===== config.mk =====
export PLATFORM = sky130hd
export DESIGN_NAME = perceptron_frame_driver
export DESIGN_NICKNAME = d
export VERILOG_FILES = /design/src/rtl/perceptron_pkg.sv /design/src/rtl/pixel_frame_loader.sv /design/src/rtl/perceptron_frame_driver.sv
export SDC_FILE = /design/constraint.sdc
export NUM_CORES = 1
export LEC_CHECK = 0
export CORE_ASPECT_RATIO = 1.25
export CORE_UTILIZATION = 50
export CTS_BUF_LIST = sky130_fd_sc_hd__clkbuf_8
export CTS_CLUSTER_DIAMETER = 120
export DETAILED_ROUTE_END_ITERATION = 6
export PLACE_DENSITY = 0.75
export SYNTH_ARGS = -nofsm -noshare
export SYNTH_HDL_FRONTEND = slang
export SYNTH_HIERARCHICAL = 1
export SYNTH_SLANG_ARGS = --single-unit

===== constraint.sdc =====
create_clock -name clk -period 5 [get_ports clk]
set_input_delay 1 -clock clk [delete_from_list [all_inputs] [get_ports clk]]
set_output_delay 1 -clock clk [all_outputs]
set_load 0.005 [all_outputs]

===== src/rtl/perceptron_pkg.sv =====
// Shared class codes, sequencer states and sizing defaults for the perceptron front end.
package perceptron_pkg;

  localparam int WIDTH_DEF = 25;

  localparam logic [1:0] CLASS_NONE   = 2'b00;
  localparam logic [1:0] CLASS_CIRCLE = 2'b01;
  localparam logic [1:0] CLASS_CROSS  = 2'b10;

  typedef enum logic [1:0] {IDLE, LOAD, RUN, DONE} state_e;

  // Worst case is one discarded stale pass plus one full pass.
  function automatic int timeout_for(input int width);
    return 2 * width + 2;
  endfunction

  localparam int TIMEOUT_DEF = 2 * WIDTH_DEF + 2;

endpackage


===== src/rtl/pixel_frame_loader.sv =====
// Serial-to-parallel frame capture: pixel index, p_in write/clear and frame length check.
module pixel_frame_loader
  import perceptron_pkg::*;
#(
  parameter int WIDTH = WIDTH_DEF
) (
  input  logic             clk,
  input  logic             rst,
  input  logic             accept,
  input  logic             pix_data,
  input  logic             pix_last,
  input  logic             clear,
  output logic [WIDTH-1:0] p_in,
  output logic             frame_done,
  output logic             len_err
);

  localparam int IW = (WIDTH > 1) ? $clog2(WIDTH) : 1;

  logic [IW-1:0]    idx_q, idx_d;
  logic [WIDTH-1:0] p_in_q, p_in_d;
  logic             len_err_q, len_err_d;
  logic             at_end;

  assign at_end     = (idx_q == IW'(WIDTH - 1));
  assign frame_done = accept && (pix_last || at_end);

  always_comb begin
    idx_d     = idx_q;
    p_in_d    = p_in_q;
    len_err_d = len_err_q;
    if (clear) begin
      idx_d     = '0;
      p_in_d    = '0;
      len_err_d = 1'b0;
    end else if (accept) begin
      p_in_d[idx_q] = pix_data;
      idx_d         = idx_q + 1'b1;
      if (frame_done) begin
        idx_d = '0;
        // An early pix_last leaves the tail of the image undefined; force it to 0.
        for (int k = 0; k < WIDTH; k++) begin
          if (k > int'(idx_q)) p_in_d[k] = 1'b0;
        end
        if (pix_last != at_end) len_err_d = 1'b1;
      end
    end
  end

  always_ff @(posedge clk) begin
    if (rst) begin
      idx_q     <= '0;
      p_in_q    <= '0;
      len_err_q <= 1'b0;
    end else begin
      idx_q     <= idx_d;
      p_in_q    <= p_in_d;
      len_err_q <= len_err_d;
    end
  end

  assign p_in    = p_in_q;
  assign len_err = len_err_q;

endmodule


===== src/rtl/perceptron_frame_driver.sv =====
// Frame sequencer for the reset-less perceptron: IDLE/LOAD collect pixels, RUN enables one
// aligned classify pass (re-aligning the perceptron counter when needed), DONE holds the result.
module perceptron_frame_driver
  import perceptron_pkg::*;
#(
  parameter int WIDTH   = WIDTH_DEF,
  parameter int TIMEOUT = timeout_for(WIDTH)
) (
  input  logic             clk,
  input  logic             rst,
  input  logic             pix_valid,
  input  logic             pix_data,
  input  logic             pix_last,
  output logic             pix_ready,
  output logic             res_valid,
  input  logic             res_ready,
  output logic [1:0]       res_class,
  output logic             res_err,
  output logic [WIDTH-1:0] p_in,
  output logic             p_en,
  input  logic [1:0]       p_out,
  input  logic             p_ready
);

  localparam int CW = $clog2(TIMEOUT + 1);
  localparam logic [CW-1:0] CNT_PASS = CW'(WIDTH);
  localparam logic [CW-1:0] CNT_TO   = CW'(TIMEOUT - 1);

  state_e        state_q, state_d;
  logic [CW-1:0] run_cnt_q, run_cnt_d;
  logic          synced_q, synced_d;
  logic          pix_ready_q, pix_ready_d;
  logic          p_en_q, p_en_d;
  logic          res_valid_q, res_valid_d;
  logic [1:0]    res_class_q, res_class_d;
  logic          res_err_q, res_err_d;
  logic          accept, frame_done, len_err, clear;

  assign accept = pix_valid && pix_ready_q;
  assign clear  = (state_q == DONE) && res_ready;

  pixel_frame_loader #(.WIDTH(WIDTH)) u_loader (
    .clk        (clk),
    .rst        (rst),
    .accept     (accept),
    .pix_data   (pix_data),
    .pix_last   (pix_last),
    .clear      (clear),
    .p_in       (p_in),
    .frame_done (frame_done),
    .len_err    (len_err)
  );

  always_comb begin
    state_d     = state_q;
    run_cnt_d   = run_cnt_q;
    synced_d    = synced_q;
    res_class_d = res_class_q;
    res_err_d   = res_err_q;
    case (state_q)
      IDLE: begin
        run_cnt_d = '0;
        if (accept) state_d = frame_done ? RUN : LOAD;
      end
      LOAD: begin
        run_cnt_d = '0;
        if (frame_done) state_d = RUN;
      end
      RUN: begin
        run_cnt_d = run_cnt_q + 1'b1;
        // A strobe exactly at WIDTH proves the perceptron counter started this pass at 0.
        if (p_ready && run_cnt_q == CNT_PASS) begin
          state_d     = DONE;
          synced_d    = 1'b1;
          res_class_d = p_out;
          res_err_d   = len_err || (p_out == 2'b11);
        end else if (p_ready && synced_q) begin
          state_d     = DONE;
          synced_d    = 1'b0;
          res_class_d = CLASS_NONE;
          res_err_d   = 1'b1;
        end else if (p_ready && run_cnt_q != '0) begin
          // Perceptron wraps to 0 on this edge; restart the pass from there.
          synced_d  = 1'b1;
          run_cnt_d = '0;
        end else if (run_cnt_q == CNT_TO) begin
          state_d     = DONE;
          synced_d    = 1'b0;
          res_class_d = CLASS_NONE;
          res_err_d   = 1'b1;
        end
      end
      DONE: begin
        if (res_ready) state_d = IDLE;
      end
      default: state_d = IDLE;
    endcase
    pix_ready_d = (state_d == IDLE) || (state_d == LOAD);
    p_en_d      = (state_d == RUN);
    res_valid_d = (state_d == DONE);
  end

  always_ff @(posedge clk) begin
    if (rst) begin
      state_q     <= IDLE;
      run_cnt_q   <= '0;
      synced_q    <= 1'b0;
      pix_ready_q <= 1'b0;
      p_en_q      <= 1'b0;
      res_valid_q <= 1'b0;
      res_class_q <= CLASS_NONE;
      res_err_q   <= 1'b0;
    end else begin
      state_q     <= state_d;
      run_cnt_q   <= run_cnt_d;
      synced_q    <= synced_d;
      pix_ready_q <= pix_ready_d;
      p_en_q      <= p_en_d;
      res_valid_q <= res_valid_d;
      res_class_q <= res_class_d;
      res_err_q   <= res_err_d;
    end
  end

  assign pix_ready = pix_ready_q;
  assign p_en      = p_en_q;
  assign res_valid = res_valid_q;
  assign res_class = res_class_q;
  assign res_err   = res_err_q;

endmodule

==> results.md <==
| Stage | Parameter | Reported |
| --- | --- | --- |
| floorplanning | Initial core utilization | 0.530 |
| min path | End of the worst hold path | res_err |
| clock tree | # clock sinks | 46 |
| critical path | Startpoint class of the critical path | primary input |
| timing | Worst-case headroom to the max-slew limit | 0.286 |
| logic synthesis | Post-synth net total | 326 |
| routing | Total via count after detailed routing | 2,480 |
| clock tree | TritonCTS clock tree | yes |
| critical path | Setup CP Type | primary input to flop |
| logic synthesis | Commonest cells post-synth | 46 x dfxtp_1, 24 x nand2_1, 24 x nand3_1 |
| logic synthesis | Dominant cells by area after synthesis | dfxtp_1 36%, nand3_1 4.7%, ha_1 3.9%, nand2_1 3.5%, nor2_1 3.4% |
| finish | Layout cells sized above 1 | 0.0542 |
| global route | Via count of the first global-routing pass | 2,250 |
| power | Fraction of power consumed by sequential logic | 0.527 |
| logic synthesis | Sequential fraction of the synthesis area | 0.360 |
| global route | Maximum number of pins on one net before global-route repair | 25 |
| logic synthesis | Synthesized-area fraction occupied by adder cells | 0.0391 |
| logic synthesis | Cell type contributing the most total cell area after synthesis | dfxtp_1 |
| power | Reported net switching power | 0.175 mW |
| logic synthesis | Cells after synthesis | 309 |
| logic synthesis | Ys flop type | dfxtp_1 |
| power | Fraction of power spent switching nets | 0.242 |
| routing | Number of design rule violations left after detail routing | 0 |
| floorplanning | Overall die height | 82 µm |
| critical path | Worst r2r src | u_loader/idx_q[0] |
| clock tree | Clk_lat worst skew | 0.30 ns |
| timing | Final Cycle Share | 0.614 |
| logic synthesis | Combinational family with the most area after synthesis | simple AND/OR/NAND/NOR gates |
| placed design | Placer's final routability congestion estimate | 0.929 |
| critical path | Destination of the worst register-to-register timing path | p_en |
| global route | Combined global-route utilization of all metal layers | 0.263 |
| power | Share of total power in the clock network | 0.368 |
| power | Max VDD drop | 0.174 mV |
| power | Leakage power of the design | 1.04 nW |
| logic synthesis | Area fraction in compound gates after synthesis | 0.227 |
| finish | Fill count | 476 |
| logic synthesis | Portion of netlist area occupied by mux cells | 0.0200 |
| global route | Number of antenna violations at the first check in global routing | 0 |
| critical path | Required time of the critical path | 5.20 ns |
| critical path | Kind of capture point of the worst setup path | flop |
| timing | Worst slack on hold paths | 0.474 ns |
| floorplanning | Die Area | 5410 µm² |
| clock tree | Worst-case clock buffer depth | 2 |
| job | Max-cap violations | 0 |
| timing | Final hold violation count | 0 |
| logic synthesis | Post-synth EDFFs | 0 |
| routing | Post-DR wirelength/cell | 17.0 µm |
| min path | Min-Delay Path Depth | 1 |
| timing | Final count of pins violating max slew | 0 |
| finish | Number of antenna cells inserted | 0 |
| critical path | Worst Path Max Fanout | 24 |
| clock tree | Number of buffers added by the clock tree synthesis step | 5 |
| clock tree | Clock Pin Slew Worst Setup and Hold Paths | 0.08 ns |
| global route | Total global routing overflow | 0 |
| floorplanning | Area of the core | 4830 µm² |
| clock tree | H-tree depth | 2 |
| finish | Net count reported at finish | 348 |
| critical path | Signal arrival time at the worst endpoint | 3.27 ns |
| critical path | Cell count of the worst reg-to-reg path | 10 |
| logic synthesis | Mapped Avg Cell Area | 8.28 µm² |
| timing | Accumulated negative setup slack | 0 ns |
| timing | Final setup fails | 0 |
| finish | Area taken by multi-input logic gates | 1440 µm² |
| timing | Min cycle time layout | 3.07 ns |
| logic synthesis | Area share of the largest cell type after synthesis | 0.360 |
| power | Total power per unit cell area | 241 nW/µm² |
| routing | Antenna-violating nets left | 0 |
| critical path | Register-to-register setup slack | 1.95 ns |
| timing | Transition time of the tightest slew-check pin | 1.07 ns |
| logic synthesis | Number of warnings printed during yosys synthesis | 6 |
| clock tree | PostCTS Resize Cnt | 0 |
| timing | Setup repair after global routing missed its margin | false |
| floorplanning | Die extent in x | 66 µm |
| logic synthesis | Simple-Gate Fraction of Synth Area | 0.261 |
| routing | 1st-pass router iterations | 5 |
| clock tree | Hold buffer count at CTS | 0 |
| logic synthesis | Fraction of registers with async set/reset | 0 |
| min path | Kind of path behind the tightest hold check | flop to flop |
| finish | Synthesis-to-layout area growth | 17.1% |
| logic synthesis | Netlist area before placement | 2560 µm² |
| logic synthesis | Most repeated cell in the gate-level netlist after synthesis | dfxtp_1 |
| finish | Total area of sequential cells | 921 µm² |
| clock tree | Number of buffers inserted by post-CTS setup repair | 0 |
| floorplanning | Standard-cell rows | 28 |
| clock tree | Root buffer cell | clkbuf_8 |
| routing | Ratio of routed vias to standard cells | 6.33 |
| floorplanning | Number of I/O pins | 40 |
| placed design | Final HPWL DP | 4.76 mm |
| global route | Wire length of the first global-routing pass | 10.8 mm |
| timing | Maximum clock frequency | 326 MHz |
| timing | Fin Clk Skew | 0.00522 ns |
| placed design | Port-buffer cells | 39 |
| logic synthesis | Parity-gate share of the synthesized area counting xor and xnor cells | 0.0171 |
| routing | Drt initial violations | 197 |
| routing | Post-detailed-routing wire length | 6.65 mm |
| min path | Startpoint of the lowest-slack hold path | res_err |
| logic synthesis | Count of unique library cells instantiated by Yosys | 58 |
| power | Internal power component | 0.548 mW |
| run status | Result of the run | complete, no violations |
| logic synthesis | Yosys reg bits | 46 |
| power | Part of the power in combinational logic | 0.105 |
[registers in the layout (all words and copies together), names as in the netlist]
| register | count |
|---|---|
| u_loader/p_in | 25 |
| run_cnt_q | 6 |
| u_loader/idx_q | 5 |
| res_class | 2 |
| state_q | 2 |
| p_en | 1 |
| pix_ready | 1 |
| res_err | 1 |
| res_valid | 1 |
| synced_q | 1 |
| u_loader/len_err | 1 |
[kinds of logic after synthesis]
group,Yosys count
simple gates,122
compound gates,83
flops,46
buf+inv,40
fa+ha+maj,8
xor+xnor,5
mux,5
[final cells by class]
cell class | count | area share
Tap cell | 60 | 0.0251
Multi-Input combinational cell | 223 | 0.482
Timing Repair Buffer | 39 | 0.130
Sequential cell | 46 | 0.307
Clock buffer | 5 | 0.0230
Inverter | 16 | 0.0200
Clock inverter | 3 | 0.0125
[power groups by stage]
stage	combinational (mW)	sequential, mW	clock [mW]
detailed placement	0.0742	0.389	0
global placement	0.0731	0.389	0
CTS	0.0744	0.381	0.272
finish	0.0760	0.381	0.266
global route	0.0832	0.382	0.287
floorplan	0.0548	0.384	0
[cell usage in the layout (no fill, tap or decap), drive strengths merged, types with 2 or more instances in the layout]
cell / instances
dfxtp: 46
clkdlybuf4s50: 39
nand3: 24
nand2: 24
nor2: 24
inv: 18
o21ai: 14
a21oi: 13
a31oi: 12
nor2b: 10
o211ai: 9
ha: 8
nor3: 7
and3: 6
nand4: 6
and2: 5
clkbuf: 5
a32oi: 4
mux2i: 4
a311oi: 4
nor4: 4
xor2: 3
a21o: 3
a211oi: 3
a211o: 2
nand4b: 2
nand2b: 2
xnor2: 2
o22ai: 2
and3b: 2
a32o: 2
a31o: 2
nor3b: 2
[layer usage]
metal | part of all wire | up-vias | GRT usage
met5 | 0 | - | 0
met4 | 0.036 | 0 | 0.128
met3 | 0.067 | 31 | 0.0514
met2 | 0.49 | 134 | 0.457
met1 | 0.41 | 1139 | 0.305
li1 | - | 1176 | -
[metrics by stage]
step                instance area [µm²]  worst slack [ns]   util  power, mW  std cells
floorplan                          2560              2.62      -      0.439        309
global placement                   2890              1.73  0.598      0.462        384
detailed placement                 2890              1.70  0.598      0.463        384
CTS                                3000              2.02  0.620      0.727        392
global route                       3000              1.80  0.620      0.752        392
finish                             3000              1.93  0.620      0.723        392
[worst max-delay path, stage by stage]
cell             delay [ns]
clkdlybuf4s50_1        0.48
and2_1                 0.63
nor2b_1                0.67
o211ai_1               0.18
a32o_1                 0.30
[worst max-delay path by stage]
stage / from / end / slack (ns) / cells after the start
floorplan: u_loader/idx_q[0] / p_en / 2.62 / 13
global placement: pix_valid / u_loader/p_in[2] / 1.73 / 5
detailed placement: pix_valid / u_loader/p_in[2] / 1.70 / 5
CTS: pix_valid / u_loader/p_in[2] / 2.02 / 5
global route: u_loader/idx_q[0] / p_en / 1.80 / 10
finish: pix_valid / u_loader/p_in[2] / 1.93 / 5
Note: power is estimated with default switching activity, not from simulation.
